[src/rtl/tick_monitor.sv]
// tick_monitor: watches a periodic one-cycle tick pulse, acquires lock after
// LOCK_CNT consecutive in-window intervals and raises a sticky alarm when a
// locked tick arrives early, goes missing/late or the upstream error is flagged.
// Optional build macro: TICK_MONITOR_ERRIN_EN (err_in participates in fault
// detection; when undefined err_in is ignored and ext_seen stays 0).
//
// state    | meaning
// ---------+--------------------------------------------------------------
// S_IDLE   | monitor disabled, waiting for en
// S_ARM    | waiting for the first tick to start interval measurement
// S_ACQUIRE| counting consecutive in-window intervals toward lock
// S_LOCKED | tick stream healthy, every interval checked
// S_FAULT  | alarm raised, waiting for clr

module tick_monitor #(
  parameter int PERIOD   = 50001,
  parameter int TOL      = 2,
  parameter int LOCK_CNT = 4,
  parameter int CBITS    = 16,
  parameter int TCBITS   = 8
) (
  input  logic              clk,
  input  logic              rst,
  input  logic              en,
  input  logic              tick,
  input  logic              err_in,
  input  logic              clr,
  output logic              locked,
  output logic              alarm,
  output logic              early_seen,
  output logic              late_seen,
  output logic              ext_seen,
  output logic [TCBITS-1:0] tick_cnt,
  output logic [CBITS-1:0]  last_interval
);

  typedef enum logic [2:0] {
    S_IDLE    = 3'd0,
    S_ARM     = 3'd1,
    S_ACQUIRE = 3'd2,
    S_LOCKED  = 3'd3,
    S_FAULT   = 3'd4
  } state_t;

  localparam int GBITS = $clog2(LOCK_CNT + 1);
  localparam logic [CBITS-1:0] WIN_LO   = CBITS'(PERIOD - TOL);
  localparam logic [CBITS-1:0] WIN_HI   = CBITS'(PERIOD + TOL);
  localparam logic [GBITS-1:0] GOOD_TOP = GBITS'(LOCK_CNT - 1);

  state_t             state;
  logic [CBITS-1:0]   gcnt;
  logic [GBITS-1:0]   good;
  logic               early;
  logic               late;
  logic               in_win;
  logic               ext_err;

  assign early  = tick && (gcnt < WIN_LO);
  assign late   = (gcnt > WIN_HI);
  assign in_win = tick && !early && !late;

`ifdef TICK_MONITOR_ERRIN_EN
  assign ext_err = err_in;
`else
  logic unused_err_in;
  assign unused_err_in = err_in;
  assign ext_err       = 1'b0;
`endif

  // Gap counter: restarts at 1 on every tick so its value on a tick cycle is the interval.
  always_ff @(posedge clk or posedge rst) begin
    if (rst) begin
      gcnt <= '0;
    end else if (tick) begin
      gcnt <= CBITS'(1);
    end else if (gcnt != {CBITS{1'b1}}) begin
      gcnt <= gcnt + CBITS'(1);
    end
  end

  // Capture the measured interval on every tick once the monitor is active.
  always_ff @(posedge clk or posedge rst) begin
    if (rst) begin
      last_interval <= '0;
    end else if (tick && (state != S_IDLE)) begin
      last_interval <= gcnt;
    end
  end

  // Lock/fault sequencing with registered locked/alarm and sticky cause flags.
  always_ff @(posedge clk or posedge rst) begin
    if (rst) begin
      state      <= S_IDLE;
      good       <= '0;
      tick_cnt   <= '0;
      locked     <= 1'b0;
      alarm      <= 1'b0;
      early_seen <= 1'b0;
      late_seen  <= 1'b0;
      ext_seen   <= 1'b0;
    end else if (!en) begin
      state  <= S_IDLE;
      good   <= '0;
      locked <= 1'b0;
      alarm  <= 1'b0;
    end else begin
      case (state)
        S_IDLE: begin
          state <= S_ARM;
        end
        S_ARM: begin
          if (tick) begin
            state <= S_ACQUIRE;
          end
        end
        S_ACQUIRE: begin
          if (early || late || ext_err) begin
            good <= '0;
          end else if (in_win) begin
            tick_cnt <= tick_cnt + TCBITS'(1);
            good     <= good + GBITS'(1);
            if (good == GOOD_TOP) begin
              state  <= S_LOCKED;
              locked <= 1'b1;
            end
          end
        end
        S_LOCKED: begin
          if (early || late || ext_err) begin
            state      <= S_FAULT;
            locked     <= 1'b0;
            alarm      <= 1'b1;
            early_seen <= early_seen | early;
            late_seen  <= late_seen | late;
            ext_seen   <= ext_seen | ext_err;
          end else if (in_win) begin
            tick_cnt <= tick_cnt + TCBITS'(1);
          end
        end
        S_FAULT: begin
          if (clr) begin
            state      <= S_ARM;
            alarm      <= 1'b0;
            good       <= '0;
            early_seen <= 1'b0;
            late_seen  <= 1'b0;
            ext_seen   <= 1'b0;
          end
        end
        default: begin
          state  <= S_IDLE;
          good   <= '0;
          locked <= 1'b0;
          alarm  <= 1'b0;
        end
      endcase
    end
  end

endmodule

[config.mk]
export PLATFORM = sky130hd
export DESIGN_NAME = tick_monitor
export DESIGN_NICKNAME = d
export VERILOG_FILES = /design/src/rtl/tick_monitor.sv
export SDC_FILE = /design/constraint.sdc
export NUM_CORES = 1
export LEC_CHECK = 0
export ABC_AREA = 1
export CELL_PAD_IN_SITES_DETAIL_PLACEMENT = 0
export CELL_PAD_IN_SITES_GLOBAL_PLACEMENT = 1
export CORE_ASPECT_RATIO = 1.4
export CORE_MARGIN = 4
export CORE_UTILIZATION = 41
export DETAILED_ROUTE_END_ITERATION = 10
export PLACE_DENSITY = 0.79
export SLEW_MARGIN = 25
export SYNTH_ARGS = -nofsm -noshare
export SYNTH_HDL_FRONTEND = slang
export SYNTH_SLANG_ARGS = --single-unit
[constraint.sdc]
create_clock -name clk -period 1.9 [get_ports clk]
set_input_delay 0.38 -clock clk [delete_from_list [all_inputs] [get_ports clk]]
set_output_delay 0.38 -clock clk [all_outputs]
set_load 0.01 [all_outputs]
==> Yosys cells after proc, flatten, opt, wreduce, memory -nomap -nowiden <==
Cells that the tools add are included.
{ "word_totals": {"mem_bits_rw": 0, "word_cells": 85, "latch_bits": 0, "mem_bits_ro": 0, "in_bits": 6, "n_memories": 0, "output_inout_bits": 29, "ff_bits": 50} }
{ "op_classes": {"n_addsub": 3, "mul": 0, "eq_ne": 18, "n_bitwise": 3, "n_lt_le_gt_ge": 2, "n_div": 0, "reduce_logical": 21, "n_shift": 0, "n_mux": 29} }
{ "ops": {"columns": ["op", "count"], "rows": [
  ["$mux W3", 11],
  ["$mux W16", 2],
  ["$ne A3 B3 Y1 const B", 6],
  ["$add A16 B1 Y16 const B", 1],
  ["$gt A16 B16 Y1 const B", 1],
  ["$lt A16 B16 Y1 const B", 1],
  ["$ne A16 B16 Y1 const B", 1],
  ["$pmux W3 S5", 1],
  ["$mux W1", 10],
  ["$ne A2 B2 Y1 const B", 5],
  ["$eq A3 B2 Y1 const B", 3],
  ["$pmux W3 S3", 1],
  ["$reduce_or A3 Y1", 3],
  ["$add A8 B1 Y8 const B", 1],
  ["$reduce_and A4 Y1", 2],
  ["$pmux W1 S3", 2],
  ["$reduce_and A3 Y1", 2],
  ["$reduce_and A6 Y1", 1],
  ["$reduce_and A5 Y1", 1],
  ["$logic_and A1 B1 Y1", 4],
  ["$ne A4 B4 Y1 const B", 1],
  ["$pmux W1 S2", 2],
  ["$reduce_bool A2 Y1", 2],
  ["$add A3 B1 Y3 const B", 1],
  ["9 further kinds", 11]
]} }

==> Longest topological paths before layout <==
{ "logic_depth": {"depth_word": 9, "ltp_mapped": 14, "ltp_nobuf": 14} }

==> Worst setup path after synthesis <==
OpenSTA, ideal clock, no wires.
{ "synth_path": {"kind": "reg2reg", "start": "reg gcnt[0]", "end": "reg tick_cnt[5]", "arrival_time_ns": 1.453, "setup_time_ns": 0.122, "n_path_buf": 0, "period_less_slack_ns": 1.575, "required_time_ns": 1.778, "stages_incl_launch_ff": 12, "slack_ns": 0.325, "path_cell_list": "dfrtp_1 > ha_1 > nand3_2 > nand2_1 > nand2_1 > nand2_1 > nand2_1 > a21oi_2 > nand3_4 > nor2_2 > nand2_1 > xor2_1"} }
{ "synth_via": {"elab_chain_cells": 6, "elab_cells_between_ends": 10, "cone_classes": "order compare: 2; bitwise: 1; reduce/logical: 7"} }
{ "synth_rtl": {"columns": ["item", "line_no", "source"], "rows": [
  ["start, declared", "51", "logic [CBITS-1:0] gcnt;"],
  ["start signal, assigned", "77", "gcnt <= gcnt + CBITS'(1);"],
  ["$lt A16 B16 Y1", "58", "assign early = tick && (gcnt < WIN_LO);"],
  ["$logic_and A1 B1 Y1", "58", null],
  ["$logic_not A1 Y1", "60", "assign in_win = tick && !early && !late;"],
  ["$logic_and A1 B1 Y1 (2 in series)", "60", null],
  ["$reduce_and A4 Y1 (no source line) *", null, null],
  ["end signal, assigned", "120", "tick_cnt <= tick_cnt + TCBITS'(1);"],
  ["end signal, assigned", "137", "tick_cnt <= tick_cnt + TCBITS'(1);"],
  ["end, declared", "33", "output logic [TCBITS-1:0] tick_cnt,"]
]} }
Every way passes the cells marked *; elsewhere a longest branch is shown, timed or not.
A chain may end at the register's enable or synchronous reset.

==> Worst setup path in the final report <==
{ "layout_path": {"start": "reg gcnt[0]", "end": "reg state[0]"} }
{ "layout_via": {"elab_chain_cells": 7, "elab_cells_between_ends": 12, "cone_classes": "order compare: 2; eq/ne: 3; reduce/logical: 7"} }
{ "layout_rtl": {"columns": ["item", "line_no", "source"], "rows": [
  ["$lt A16 B16 Y1", "58", null],
  ["$logic_and A1 B1 Y1", "58", null],
  ["$logic_not A1 Y1", "60", null],
  ["$logic_and A1 B1 Y1 (2 in series)", "60", null],
  ["$ne A3 B3 Y1 (no source line)", null, null],
  ["$reduce_and A6 Y1 (no source line) *", null, null],
  ["end signal, assigned", "93", "state <= S_IDLE;"],
  ["end signal, assigned", "102", "state <= S_IDLE;"],
  ["end signal, assigned", "109", "state <= S_ARM;"],
  ["end, declared", "50", "state_t state;"]
]} }
Marks and branches as above.

==> flow_summary.json <==
{
  "total_power_mw": 2.53,
  "cp_num_buf_inv": 0,
  "layout-drive-gt1-share_pct": 17.3,
  "routed-via-count": 2224,
  "gp_congestion": 0.847,
  "ant_nets": 0,
  "critPathCapture": "state[0]",
  "power.switching_fraction_pct": 31.6,
  "cts-htree-levels": 2,
  "setup-violations-final": 0,
  "power.switching_uw": 800,
  "largest_net_degree_at_the_start_of_global_routing": 51,
  "power.combinational.fraction_pct": 25.7,
  "syn_nets": 321,
  "floorplan.core_area_um2": 6170,
  "syn-mean-instance-area_um2": 8.32,
  "synth_seq_cells": 50,
  "worstPathMaxFanout": 5,
  "cts_buffers": 5,
  "dieArea_um2": 7670,
  "dieHeight_um": 102,
  "groute.usage.overall_pct": 16.3,
  "post_drt_wl_per_cell_um": 13.4,
  "post_synth_fa_ha_maj_area_fraction_pct": 1.93,
  "clkLatencyLatePin_ns": 0.30,
  "first_global_vias": 2206,
  "preCtsSetupSlack_ns": -0.0413,
  "yosys_warnings": 0,
  "final_hold_viol_count": 0,
  "synth.yosys.seq_area_share_pct": 48.3,
  "r2r_startpoint": "gcnt[0]",
  "cell_count_of_the_worst_reg_to_reg_path": 12,
  "setup.worst_path.end_class": "flip-flop",
  "cts_hold_buf": 0,
  "first_pass_grt_wire_length_um": 9840,
  "ff2ff_setup_slack_ns": 0.18,
  "antennaDiodeCount": 0,
  "p_int_mw": 1.73,
  "setup_ws_ns": 0.181,
  "cts_root_buf": "sky130_fd_sc_hd__clkbuf_8",
  "flop_pwr_share_pct": 48.5,
  "critPathSlowestCell": "sky130_fd_sc_hd__dfrtp_1",
  "die_w_um": 75.2,
  "crit_top_cell": "sky130_fd_sc_hd__nand2_1",
  "wl_um": 5760,
  "crit_path_cell_trace": "ha_4, nand3_4, nand2_1, nand2_1, nand2_1, nand2_2, a21oi_4, nand2_1, nand2_2, nand2_2, o21ai_1, nand2_1",
  "worst_path_largest_cell_delay_ns": 0.41,
  "num_io_pins": 35,
  "fraction_of_synthesized_cell_area_in_xor_and_xnor_cells_pct": 2.03,
  "netlist-cell-type-count": 35,
  "timing.critical_path.depth": 12,
  "crit-reg2reg-capture": "state[0]",
  "flow.area_growth_from_synthesis_pct": 25.3,
  "viasPerCell": 5.16,
  "number_of_antenna_violations_at_the_first_check_in_global_routing": 0,
  "drt-initial-drc-count": 77,
  "netlist_area_um2": 2590,
  "cpLargestDelayFamily": "simple AND/OR/NAND/NOR gates",
  "fillerInstances": 624,
  "crit_type": "flip-flop to flip-flop",
  "synth_compound_gate_area_share_pct": 10.8,
  "clock_sinks": 50,
  "clock_power_share_pct": 25.8,
  "cp_data_arrival_time_ns": 1.92,
  "source_of_the_critical_timing_path": "gcnt[0]",
  "power_density_nw_per_um2": 781,
  "synth.area.mux_share_pct": 1.74,
  "cts-root-to-sink-buffers": 2,
  "power.leakage_nw": 1.53,
  "main_combinational_cell_family_by_area_after_synthesis": "simple AND/OR/NAND/NOR gates",
  "final_net_count": 368,
  "syn_inst": 311,
  "vdd.ir_drop.worst_uv": 319,
  "result_of_the_run": "complete, no violations",
  "fin_worst_skew_ns": 0.00956,
  "final_period_minus_worst_setup_slack_ns": 1.72,
  "dp_hpwl_um": 4350,
  "clock_edge_transition_at_the_registers_on_the_reported_setup_and_hold_paths_ns": 0.09,
  "post-route-drc-count": 0,
  "grt_setup_unrepaired": "yes",
  "buffer_ports.inserted": 32,
  "cp.required_ns": 2.10,
  "tritoncts_clock_tree": "yes",
  "start_util_pct": 42.0,
  "holdCritPathClass": "input port to asynchronous set/reset pin",
  "worstSetupStartpointType": "flip-flop",
  "detail_route.first_pass.iterations": 4,
  "yosys.area_share.simple_pct": 27.2,
  "post-route-period-util_pct": 90.5,
  "max_cap_viol_count": 0,
  "max_transition_viols_final": 0,
  "achievable-frequency_mhz": 582,
  "rows": 34,
  "grt_remaining_overflow": 0
}
-- layout make-up --
cell class	count	area [um^2]	share of cell area, %
Clock buffer	7	86.3	2.66
Inverter	44	166	5.13
Timing Repair Buffer	47	445	13.7
Tap cell	72	90.1	2.78
Sequential cell	50	1250	38.6
Multi-Input combinational cell	210	1200	36.9
Clock inverter	1	5.00	0.154
-- how the worst min path moves through the flow --
stage          startpoint               end  slack [ns]  depth (start not counted)
5_1_grt               rst  last_interval[6]        0.46                          3
4_1_cts               rst           gcnt[8]        0.44                          3
6_report              rst          state[1]        0.43                          3
3_3_place_gp       locked            locked        0.47                          2
3_5_place_dp       locked            locked        0.47                          2
2_1_floorplan     good[2]           good[2]        0.46                          2
-- metrics by stage --
step	cell area, um^2	hold WS, ns	setup TNS [ns]	cells	util [%]
finish	3240	0.433	0	431	52.6
global route	3240	0.456	-0.0308	431	52.6
CTS	3180	0.440	0	431	51.6
detailed placement	3090	0.470	-0.108	423	50.1
global placement	3090	0.468	-0.0610	423	50.1
floorplan	2590	0.459	0	311	-
-- state kept, by name, indices dropped and copies added, names as in the netlist --
signal and count:
late_seen 1, tick_cnt 8, state 3, last_interval 16, good 3, gcnt 16, locked 1, alarm 1
early_seen 1
-- kinds of logic after synthesis --
kind of cell    Yosys count
mux                       4
xor+xnor                  6
other cells               1
buf+inv                  51
compound gates           49
flops                    50
simple gates            146
fa+ha+maj                 4
-- cell usage after synthesis --
cell                        n  area (um^2)
sky130_fd_sc_hd__o311ai_1   1         8.76
sky130_fd_sc_hd__inv_1     39          146
sky130_fd_sc_hd__nor2_2     2         12.5
sky130_fd_sc_hd__nand3_1   14         70.1
sky130_fd_sc_hd__buf_2      1         5.00
sky130_fd_sc_hd__nor3_1    15         75.1
sky130_fd_sc_hd__conb_1     1         3.75
sky130_fd_sc_hd__nand2_4    1         11.3
sky130_fd_sc_hd__clkbuf_1   4         15.0
sky130_fd_sc_hd__a21oi_1    8         40.0
sky130_fd_sc_hd__a31oi_1    3         18.8
sky130_fd_sc_hd__ha_1       4         50.1
sky130_fd_sc_hd__nand3_2    2         20.0
sky130_fd_sc_hd__o21ai_0   25          125
sky130_fd_sc_hd__xor2_1     4         35.0
sky130_fd_sc_hd__or2_2      1         6.26
sky130_fd_sc_hd__nor2_4     1         11.3
sky130_fd_sc_hd__o21ai_1    5         25.0
sky130_fd_sc_hd__o21ai_4    1         16.3
sky130_fd_sc_hd__nor3_2     3         30.0
sky130_fd_sc_hd__dfrtp_1   50         1250
sky130_fd_sc_hd__inv_2      4         15.0
sky130_fd_sc_hd__xnor2_1    2         17.5
sky130_fd_sc_hd__mux2_2     4         45.0
sky130_fd_sc_hd__nand2_1   66          248
sky130_fd_sc_hd__nor2_1    19         71.3
sky130_fd_sc_hd__nand2_2    7         43.8
sky130_fd_sc_hd__buf_4      2         15.0
sky130_fd_sc_hd__clkinv_2   1         5.00
sky130_fd_sc_hd__nand4_1   11         68.8
sky130_fd_sc_hd__nand3_4    1         17.5
sky130_fd_sc_hd__a211oi_1   3         22.5
sky130_fd_sc_hd__o21a_1     2         15.0
sky130_fd_sc_hd__nor4_1     3         18.8
sky130_fd_sc_hd__a21oi_2    1         8.76
-- per-layer routing --
layer  global-route usage [%]  share of wire (%)  vias up  wire (um)
li1                         -                  -     1116          -
met1                     19.1                 41     1062       2340
met2                     30.1                 55       39       3150
met3                     2.66                3.4        7        196
met4                     4.58                1.2        0         68
met5                        0                  0        -          0
-- repair_timing --
| action | CTS | global route |
|---|---|---|
| resized for setup | 0 | 14 |
| buffers inserted | 0 | 0 |
| setup endpoints to repair | 0 | 13 |
-- cells in the final DEF, fill, tap and decap left out --
master and n:
sky130_fd_sc_hd__nor4_1 3, sky130_fd_sc_hd__nand2_1 65, sky130_fd_sc_hd__nand4_1 11, sky130_fd_sc_hd__buf_4 14
sky130_fd_sc_hd__nor2_4 1, sky130_fd_sc_hd__o311ai_1 1, sky130_fd_sc_hd__inv_2 6, sky130_fd_sc_hd__clkdlybuf4s50_1 32
sky130_fd_sc_hd__a21oi_1 8, sky130_fd_sc_hd__nand2_4 1, sky130_fd_sc_hd__a31oi_1 3, sky130_fd_sc_hd__nor3_4 1
sky130_fd_sc_hd__inv_1 37, sky130_fd_sc_hd__buf_12 1, sky130_fd_sc_hd__a21oi_4 1, sky130_fd_sc_hd__ha_1 3
sky130_fd_sc_hd__xor2_1 4, sky130_fd_sc_hd__dfrtp_1 48, sky130_fd_sc_hd__nand3_4 2, sky130_fd_sc_hd__a211oi_1 3
sky130_fd_sc_hd__ha_4 1, sky130_fd_sc_hd__nand3_2 3, sky130_fd_sc_hd__o21a_1 2, sky130_fd_sc_hd__nand2_2 8
sky130_fd_sc_hd__clkbuf_1 1, sky130_fd_sc_hd__o21ai_1 5, sky130_fd_sc_hd__clkinv_2 2, sky130_fd_sc_hd__nand3_1 12
sky130_fd_sc_hd__clkbuf_8 6, sky130_fd_sc_hd__o21ai_4 1, sky130_fd_sc_hd__xnor2_1 2, sky130_fd_sc_hd__nor3_1 12
sky130_fd_sc_hd__o21ai_0 25, sky130_fd_sc_hd__mux2_2 4, sky130_fd_sc_hd__nor3_2 5, sky130_fd_sc_hd__or2_2 1
sky130_fd_sc_hd__nor2_1 19, sky130_fd_sc_hd__conb_1 1, sky130_fd_sc_hd__nor2_2 2, sky130_fd_sc_hd__dfrtp_2 2
-- power by group through the flow --
| stage | logic [mW] | registers, mW | clock network, mW |
|---|---|---|---|
| final | 0.652 | 1.23 | 0.653 |
| after global routing | 0.743 | 1.25 | 0.715 |
| after CTS | 0.643 | 1.23 | 0.683 |
| after detailed placement | 0.640 | 1.25 | 0 |
| after global placement | 0.636 | 1.24 | 0 |
| after floorplan | 0.374 | 1.26 | 0 |
-- tightest hold or removal path: stages --
cell,delay (ns)
sky130_fd_sc_hd__clkdlybuf4s50_1,0.41
sky130_fd_sc_hd__inv_2,0.07
sky130_fd_sc_hd__buf_12,0.26
(Power assumes the default switching activity.)
